### src/rtl/uart_rx_pkg.sv
// Shared types and constants for the UART receiver control path.
package uart_rx_pkg;

  typedef enum logic [2:0] {
    IDLE,
    START,
    DATA,
    PARITY,
    STOP,
    CHECK
  } state_t;

  localparam int PRESCALE_8  = 8;
  localparam int PRESCALE_16 = 16;
  localparam int PRESCALE_32 = 32;

  localparam int DATA_WIDTH_DEF = 8;
  localparam int START_IDX      = 0;
  localparam int PAR_IDX        = DATA_WIDTH_DEF + 1;

  function automatic logic prescale_legal(input int p);
    return (p == PRESCALE_8) || (p == PRESCALE_16) || (p == PRESCALE_32);
  endfunction

endpackage

### src/rtl/uart_rx_fsm_if.sv
// Bundle between the receive FSM (slave) and its line/checker environment (master).
// frame_err exists only when UART_RX_FRAME_ERR_EN is defined.
interface uart_rx_fsm_if #(
  parameter int PRESCALE_WIDTH = 6
);
  import uart_rx_pkg::*;

  logic                      RX_IN;
  logic                      PAR_EN;
  logic [PRESCALE_WIDTH-1:0] Prescale;
  logic                      strt_glitch_chk;
  logic                      par_err;
  logic                      stp_err;

  logic [PRESCALE_WIDTH-1:0] edge_cnt;
  logic [3:0]                bit_cnt;
  logic                      dat_samp_en;
  logic                      strt_chk_en;
  logic                      par_chk_en;
  logic                      stp_chk_en;
  logic                      deser_en;
  // data_valid is a single-cycle strobe with no ready: the consumer must take it that cycle.
  logic                      data_valid;
`ifdef UART_RX_FRAME_ERR_EN
  logic [1:0]                frame_err;
`endif
  state_t                    state;

  modport master (
    output RX_IN, PAR_EN, Prescale, strt_glitch_chk, par_err, stp_err,
    input  edge_cnt, bit_cnt, dat_samp_en, strt_chk_en, par_chk_en, stp_chk_en,
    input  deser_en, data_valid,
`ifdef UART_RX_FRAME_ERR_EN
    input  frame_err,
`endif
    input  state
  );

  modport slave (
    input  RX_IN, PAR_EN, Prescale, strt_glitch_chk, par_err, stp_err,
    output edge_cnt, bit_cnt, dat_samp_en, strt_chk_en, par_chk_en, stp_chk_en,
    output deser_en, data_valid,
`ifdef UART_RX_FRAME_ERR_EN
    output frame_err,
`endif
    output state
  );

endinterface

### src/rtl/uart_rx_edge_bit_counter.sv
// Oversample edge counter and frame bit counter; bit_done strobes on the last edge of a bit.
module uart_rx_edge_bit_counter
  import uart_rx_pkg::*;
#(
  parameter int PRESCALE_WIDTH = 6,
  parameter int BIT_MAX        = PAR_IDX + 1
) (
  input  logic                      clk,
  input  logic                      rst,
  input  logic                      en,
  input  logic                      clear,
  input  logic [PRESCALE_WIDTH-1:0] prescale,
  output logic [PRESCALE_WIDTH-1:0] edge_cnt,
  output logic [3:0]                bit_cnt,
  output logic                      bit_done
);

  logic [PRESCALE_WIDTH-1:0] last;

  assign last     = prescale - PRESCALE_WIDTH'(1);
  assign bit_done = en && (edge_cnt == last);

  always_ff @(posedge clk or posedge rst) begin
    if (rst) begin
      edge_cnt <= '0;
      bit_cnt  <= 4'(START_IDX);
    end else if (clear) begin
      edge_cnt <= '0;
      bit_cnt  <= 4'(START_IDX);
    end else if (en) begin
      if (bit_done) begin
        edge_cnt <= '0;
        // Saturate so the index cannot run past the final stop position.
        if (bit_cnt != 4'(BIT_MAX)) bit_cnt <= bit_cnt + 4'd1;
      end else begin
        edge_cnt <= edge_cnt + PRESCALE_WIDTH'(1);
      end
    end
  end

endmodule

### src/rtl/uart_rx_fsm.sv
// UART receive control FSM: sequences sampler, checkers and deserializer per frame.
// Define UART_RX_FRAME_ERR_EN to report parity/stop/glitch errors on frame_err.
module uart_rx_fsm
  import uart_rx_pkg::*;
#(
  parameter int DATA_WIDTH     = 8,
  parameter int PRESCALE_WIDTH = 6
) (
  input logic          CLK_fsm,
  input logic          RST_fsm,
  uart_rx_fsm_if.slave bus
);

  localparam logic [3:0] LAST_DATA_IDX = 4'(DATA_WIDTH);

  state_t                    state;
  logic [PRESCALE_WIDTH-1:0] pres_q;
  logic [PRESCALE_WIDTH-1:0] half;
  logic [PRESCALE_WIDTH-1:0] edge_q;
  logic [3:0]                bit_q;
  logic                      par_en_q;
  logic                      cnt_en;
  logic                      cnt_clear;
  logic                      bit_done;
  logic                      pre_mid;
  logic                      stop_exit;
  logic                      frame_ok;

  // Enables are registered, so they are launched one edge early to land on H+2.
  assign half      = pres_q >> 1;
  assign pre_mid   = (edge_q == half + PRESCALE_WIDTH'(1));
  assign stop_exit = (edge_q == half + PRESCALE_WIDTH'(3));
  assign frame_ok  = !bus.stp_err && !(par_en_q && bus.par_err);
  assign cnt_en    = (state != IDLE);
  assign cnt_clear = (state == CHECK) || ((state == START) && bit_done && bus.strt_glitch_chk);

  uart_rx_edge_bit_counter #(
    .PRESCALE_WIDTH(PRESCALE_WIDTH),
    .BIT_MAX       (DATA_WIDTH + 2)
  ) u_cnt (
    .clk     (CLK_fsm),
    .rst     (RST_fsm),
    .en      (cnt_en),
    .clear   (cnt_clear),
    .prescale(pres_q),
    .edge_cnt(edge_q),
    .bit_cnt (bit_q),
    .bit_done(bit_done)
  );

  assign bus.edge_cnt = edge_q;
  assign bus.bit_cnt  = bit_q;
  assign bus.state    = state;

  always_ff @(posedge CLK_fsm or posedge RST_fsm) begin
    if (RST_fsm) begin
      state           <= IDLE;
      pres_q          <= '0;
      par_en_q        <= 1'b0;
      bus.dat_samp_en <= 1'b0;
      bus.strt_chk_en <= 1'b0;
      bus.par_chk_en  <= 1'b0;
      bus.stp_chk_en  <= 1'b0;
      bus.deser_en    <= 1'b0;
      bus.data_valid  <= 1'b0;
`ifdef UART_RX_FRAME_ERR_EN
      bus.frame_err   <= 2'b00;
`endif
    end else begin
      bus.dat_samp_en <= 1'b0;
      bus.strt_chk_en <= 1'b0;
      bus.par_chk_en  <= 1'b0;
      bus.stp_chk_en  <= 1'b0;
      bus.deser_en    <= 1'b0;
      bus.data_valid  <= 1'b0;
`ifdef UART_RX_FRAME_ERR_EN
      bus.frame_err   <= 2'b00;
`endif
      case (state)
        IDLE: begin
          // Frame configuration is frozen here for the whole frame.
          if (!bus.RX_IN) begin
            state           <= START;
            pres_q          <= bus.Prescale;
            par_en_q        <= bus.PAR_EN;
            bus.dat_samp_en <= 1'b1;
          end
        end
        START: begin
          bus.dat_samp_en <= 1'b1;
          bus.strt_chk_en <= pre_mid;
          if (bit_done) begin
            if (bus.strt_glitch_chk) begin
              state           <= IDLE;
              bus.dat_samp_en <= 1'b0;
`ifdef UART_RX_FRAME_ERR_EN
              bus.frame_err   <= 2'b11;
`endif
            end else begin
              state <= DATA;
            end
          end
        end
        DATA: begin
          bus.dat_samp_en <= 1'b1;
          bus.deser_en    <= pre_mid;
          if (bit_done && (bit_q == LAST_DATA_IDX)) state <= par_en_q ? PARITY : STOP;
        end
        PARITY: begin
          bus.dat_samp_en <= 1'b1;
          bus.par_chk_en  <= pre_mid;
          if (bit_done) state <= STOP;
        end
        STOP: begin
          bus.dat_samp_en <= 1'b1;
          bus.stp_chk_en  <= pre_mid;
          // Stop-check result is registered by now; verdict shows in the CHECK cycle.
          if (stop_exit) begin
            state          <= CHECK;
            bus.data_valid <= frame_ok;
`ifdef UART_RX_FRAME_ERR_EN
            bus.frame_err  <= {bus.stp_err, par_en_q & bus.par_err};
`endif
          end
        end
        CHECK: begin
          if (!bus.RX_IN) begin
            state           <= START;
            bus.dat_samp_en <= 1'b1;
          end else begin
            state <= IDLE;
          end
        end
        default: state <= IDLE;
      endcase
    end
  end

endmodule
### src/flat_wrapper.sv
// flat-port wrapper written by rule: the top's interface ports become plain ports
module uart_rx_fsm_flat import uart_rx_pkg::*;
#(
  parameter int DATA_WIDTH     = 8,
  parameter int PRESCALE_WIDTH = 6
)
  (CLK_fsm, RST_fsm, bus_RX_IN, bus_PAR_EN, bus_Prescale, bus_strt_glitch_chk, bus_par_err, bus_stp_err, bus_edge_cnt, bus_bit_cnt, bus_dat_samp_en, bus_strt_chk_en, bus_par_chk_en, bus_stp_chk_en, bus_deser_en, bus_data_valid, bus_state);
  uart_rx_fsm_if #(.PRESCALE_WIDTH(PRESCALE_WIDTH)) bus_i ();
  input logic CLK_fsm;
  input logic RST_fsm;
  input wire logic [$bits(bus_i.RX_IN)-1:0] bus_RX_IN;
  input wire logic [$bits(bus_i.PAR_EN)-1:0] bus_PAR_EN;
  input wire logic [$bits(bus_i.Prescale)-1:0] bus_Prescale;
  input wire logic [$bits(bus_i.strt_glitch_chk)-1:0] bus_strt_glitch_chk;
  input wire logic [$bits(bus_i.par_err)-1:0] bus_par_err;
  input wire logic [$bits(bus_i.stp_err)-1:0] bus_stp_err;
  output wire logic [$bits(bus_i.edge_cnt)-1:0] bus_edge_cnt;
  output wire logic [$bits(bus_i.bit_cnt)-1:0] bus_bit_cnt;
  output wire logic [$bits(bus_i.dat_samp_en)-1:0] bus_dat_samp_en;
  output wire logic [$bits(bus_i.strt_chk_en)-1:0] bus_strt_chk_en;
  output wire logic [$bits(bus_i.par_chk_en)-1:0] bus_par_chk_en;
  output wire logic [$bits(bus_i.stp_chk_en)-1:0] bus_stp_chk_en;
  output wire logic [$bits(bus_i.deser_en)-1:0] bus_deser_en;
  output wire logic [$bits(bus_i.data_valid)-1:0] bus_data_valid;
  output wire logic [$bits(bus_i.state)-1:0] bus_state;
  assign bus_i.RX_IN = bus_RX_IN;
  assign bus_i.PAR_EN = bus_PAR_EN;
  assign bus_i.Prescale = bus_Prescale;
  assign bus_i.strt_glitch_chk = bus_strt_glitch_chk;
  assign bus_i.par_err = bus_par_err;
  assign bus_i.stp_err = bus_stp_err;
  assign bus_edge_cnt = bus_i.edge_cnt;
  assign bus_bit_cnt = bus_i.bit_cnt;
  assign bus_dat_samp_en = bus_i.dat_samp_en;
  assign bus_strt_chk_en = bus_i.strt_chk_en;
  assign bus_par_chk_en = bus_i.par_chk_en;
  assign bus_stp_chk_en = bus_i.stp_chk_en;
  assign bus_deser_en = bus_i.deser_en;
  assign bus_data_valid = bus_i.data_valid;
  assign bus_state = bus_i.state;
  uart_rx_fsm #(.DATA_WIDTH(DATA_WIDTH), .PRESCALE_WIDTH(PRESCALE_WIDTH)) u_core (.CLK_fsm(CLK_fsm), .RST_fsm(RST_fsm), .bus(bus_i));
endmodule
### config.mk
export PLATFORM = sky130hd
export DESIGN_NAME = uart_rx_fsm_flat
export DESIGN_NICKNAME = d
export VERILOG_FILES = /design/src/rtl/uart_rx_pkg.sv /design/src/rtl/uart_rx_fsm_if.sv /design/src/rtl/uart_rx_edge_bit_counter.sv /design/src/rtl/uart_rx_fsm.sv /design/src/flat_wrapper.sv
export SDC_FILE = /design/constraint.sdc
export NUM_CORES = 1
export LEC_CHECK = 0
export ABC_AREA = 1
export BUFFER_PORTS_ARGS = -buffer_cell sky130_fd_sc_hd__clkbuf_2
export CORE_MARGIN = 2
export CORE_UTILIZATION = 35
export CTS_CLUSTER_DIAMETER = 100
export DETAILED_ROUTE_END_ITERATION = 7
export HOLD_SLACK_MARGIN = 0.08
export REMOVE_ABC_BUFFERS = 1
export SYNTH_ARGS = -nofsm -noshare
export SYNTH_HDL_FRONTEND = slang
export SYNTH_HIERARCHICAL = 1
export SYNTH_SLANG_ARGS = --single-unit
### constraint.sdc
create_clock -name CLK_fsm -period 2.51 [get_ports CLK_fsm]
set_clock_uncertainty 0.15 [all_clocks]
set_input_delay 0.1255 -clock CLK_fsm [delete_from_list [all_inputs] [get_ports CLK_fsm]]
set_output_delay 0.1255 -clock CLK_fsm [all_outputs]
set_load 0.01 [all_outputs]
==> qor.yml <==
status:
  status: "complete, no violations"
synthesis:
  synth_top_cell_area_share_pct: 35.8
  avgSynthCellArea_um2: 6.81
  synth_cell_types: 26
  ys.flop_type: "dfrtp_1"
  synthCells: 267
  synth_most_common_cell: "nand2_1"
  async_flop_share_pct: 100
  synth.area.top_cells: "dfrtp_1, nand2_1, inv_1"
  synth_edf_count: 0
  ys_seq_area_share_pct: 35.8
  synthTopCellsByCount: "nand2_1, inv_1, nor2_1, nand3_1, dfrtp_1"
  synth_area_leader_cell: "dfrtp_1"
  synth-seq-cells: 26
  yosysWarnings: 6
  netlist_area_um2: 1820
route:
  vias_per_cell: 4.56
  avgRoutedWirePerCell_um: 11.0
  ant_nets: 0
  drt_iter0_markers: 68
  vias: 1829
  first_pass_iters: 4
  drc: 0
  routed_wl_um: 4420
timing:
  fin_setup_tns_ns: 0
  period_minus_slack_ns: 2.33
  final_max_slew_viol_count: 0
  worstMarginPinSlew_ns: 0.685
  fin_ws_ns: 0.177
  whs_ns: 0.199
  setup_viol_count_final: 0
  hold_violations: 0
  final_min_period_over_clock_period_pct: 92.9
  slew-limit-headroom_pct: 54.3
  max_freq_ghz: 0.429
global_route:
  grt_pass1_vias: 1767
  grt_overflow: 0
  top_usage_layer: "met2"
  grt_max_degree: 17
  grt_pass1_wl_um: 7790
  grtUsageMet3_pct: 2.37
  antenna_found_initial: 0
  grtUsageMet1_pct: 22.0
  grt_use_total_pct: 16.1
  gr-usage-met2_pct: 26.4
clock_tree:
  root_buffer: "clkbuf_8"
  cts_num_sinks: 26
  cts_buffers: 3
  path_clk_slew_ns: 0.09
  cts_htree_levels: 1
  clock_latency_ns: 0.28
  cts_buffer_depth: 2
  cts_tree: "yes"
die:
  die_w_um: 76.1
  io_pins: 32
  dieArea_um2: 5790
  die_h_um: 76.1
  core-area_um2: 5070
  start_util_pct: 35.8
  rows: 26
cells_and_area:
  area_growth_pct: 32.9
  drive_gt1_share_pct: 26.6
  n_antenna_cell: 0
  fin_util_pct: 47.7
  fin_cells: 401
  fin_area_um2: 2420
  nets: 351
setup_path:
  critPathSlowestCell: "dfrtp_1"
  max_stage_delay_ns: 0.40
  critPathBufInv: 6
  crit_chain: "inv_2 > ha_4 > nand2_1 > inv_1 > nor2_1 > nand3_1 > nor2_2 > nand3_2 > inv_2 > nand2_1 > a21oi_2 > buf_6 > clkinvlp_4 > nand2_4 > buf_4 > nor3_1"
  required_ns: 2.53
  arrival_ns: 2.35
  start_kind: "flip-flop"
  critPathKind: "reg -> reg"
  crit_fanout: 6
  critical-path-top-delay-family: "simple AND/OR/NAND/NOR gates"
  end_kind: "flip-flop"
place:
  place_ws_ns: 0.0628
  portBuffers: 31
  place_congestion: 0.887
  hpwlAfterDp_um: 3440
  placed_cells: 377
  place_area_um2: 2130
worst_hold_path:
  worstHoldPathType: "in -> async"
power:
  p_leak_nw: 1.33
  ir_worst_vdd_v: 0.000175
  power_density_nw_per_um2: 303
  p_total_mw: 0.733
run:
  cap_viol_max_count: 0
-- state kept, by name, indices dropped and copies added, names as in the netlist --
name and cells:
u_core/pres_q 6, u_core/bus.deser_en 1, u_core/u_cnt/edge_cnt 6, u_core/bus.par_chk_en 1, u_core/bus.strt_chk_en 1, u_core/par_en_q 1
u_core/bus.dat_samp_en 1, u_core/bus.state 3, u_core/bus.stp_chk_en 1, u_core/bus.data_valid 1, u_core/u_cnt/bit_cnt 4
-- where the power goes --
group | leakage [nW] | internal (mW) | switching (mW)
sequential | 0.307 | 0.418 | 0
clock | 0.0288 | 0.141 | 0.140
combinational | 0.994 | 0.0194 | 0.0149
-- layer usage --
metal	wire length, um	part of all wire, %
met3	168	3.8
met4	35	0.79
met2	2090	47
met5	0	0
met1	2120	48
-- timing repair --
action	CTS	global route
hold endpoints to repair	36	0
gates resized for setup	0	17
hold buffers	12	0
endpoints found under the setup margin	0	9
buffers inserted	0	8
-- layout make-up --
class / count / area (um^2)
Fill cell: 551 / 2660
Multi-Input combinational cell: 194 / 1030
Sequential cell: 26 / 651
Timing Repair Buffer: 62 / 422
Inverter: 45 / 174
Tap cell: 70 / 87.6
Clock buffer: 4 / 55.1
-- path summary, 6_finish.rpt --
kind,from,end,slack (ns),cells after the start
worst max-delay path,u_core/pres_q[0],u_core/u_cnt/edge_cnt[3],0.18,16
worst min-delay path,RST_fsm,u_core/u_cnt/bit_cnt[3],0.20,3
worst max register to register,u_core/pres_q[0],u_core/u_cnt/edge_cnt[3],0.18,16
worst min register to register,u_core/u_cnt/bit_cnt[3],u_core/u_cnt/bit_cnt[3],0.43,2
max in group asynchronous,RST_fsm,u_core/pres_q[1],1.44,3
min in group CLK_fsm,u_core/u_cnt/bit_cnt[3],u_core/u_cnt/bit_cnt[3],0.43,2
-- worst reg2reg max path, cell delays in order, from the launching register on --
cell        delay [ns]
dfrtp_1           0.40
inv_2             0.10
ha_4              0.21
nand2_1           0.06
inv_1             0.04
nor2_1            0.07
nand3_1           0.08
nor2_2            0.10
nand3_2           0.09
inv_2             0.06
nand2_1           0.07
a21oi_2           0.19
buf_6             0.14
clkinvlp_4        0.15
nand2_4           0.13
buf_4             0.13
nor3_1            0.04
-- logic make-up (layout without fill, tap and decap cells) --
family	count (synthesis)	after routing	synth area share (%)
compound gates	19	19	6.33
xor+xnor	9	9	4.33
fa+ha+maj	6	6	4.13
buf+inv	47	111	10.2
flops	26	26	35.8
mux	1	1	0.619
simple gates	159	159	38.6
-- cells in the final DEF, fill, tap and decap left out, types with 6 or more instances in the layout --
cell type / Yosys / final
buf_4: 0 / 18
nand2_2: 6 / 6
clkbuf_2: 0 / 31
inv_1: 39 / 35
nand3_1: 27 / 27
dfrtp_1: 26 / 26
inv_2: 5 / 8
dlygate4sd3_1: 0 / 12
a21oi_1: 13 / 12
xor2_1: 7 / 7
nor2_1: 35 / 32
nand2_1: 75 / 73
Note: power is estimated with default switching activity, not from simulation.
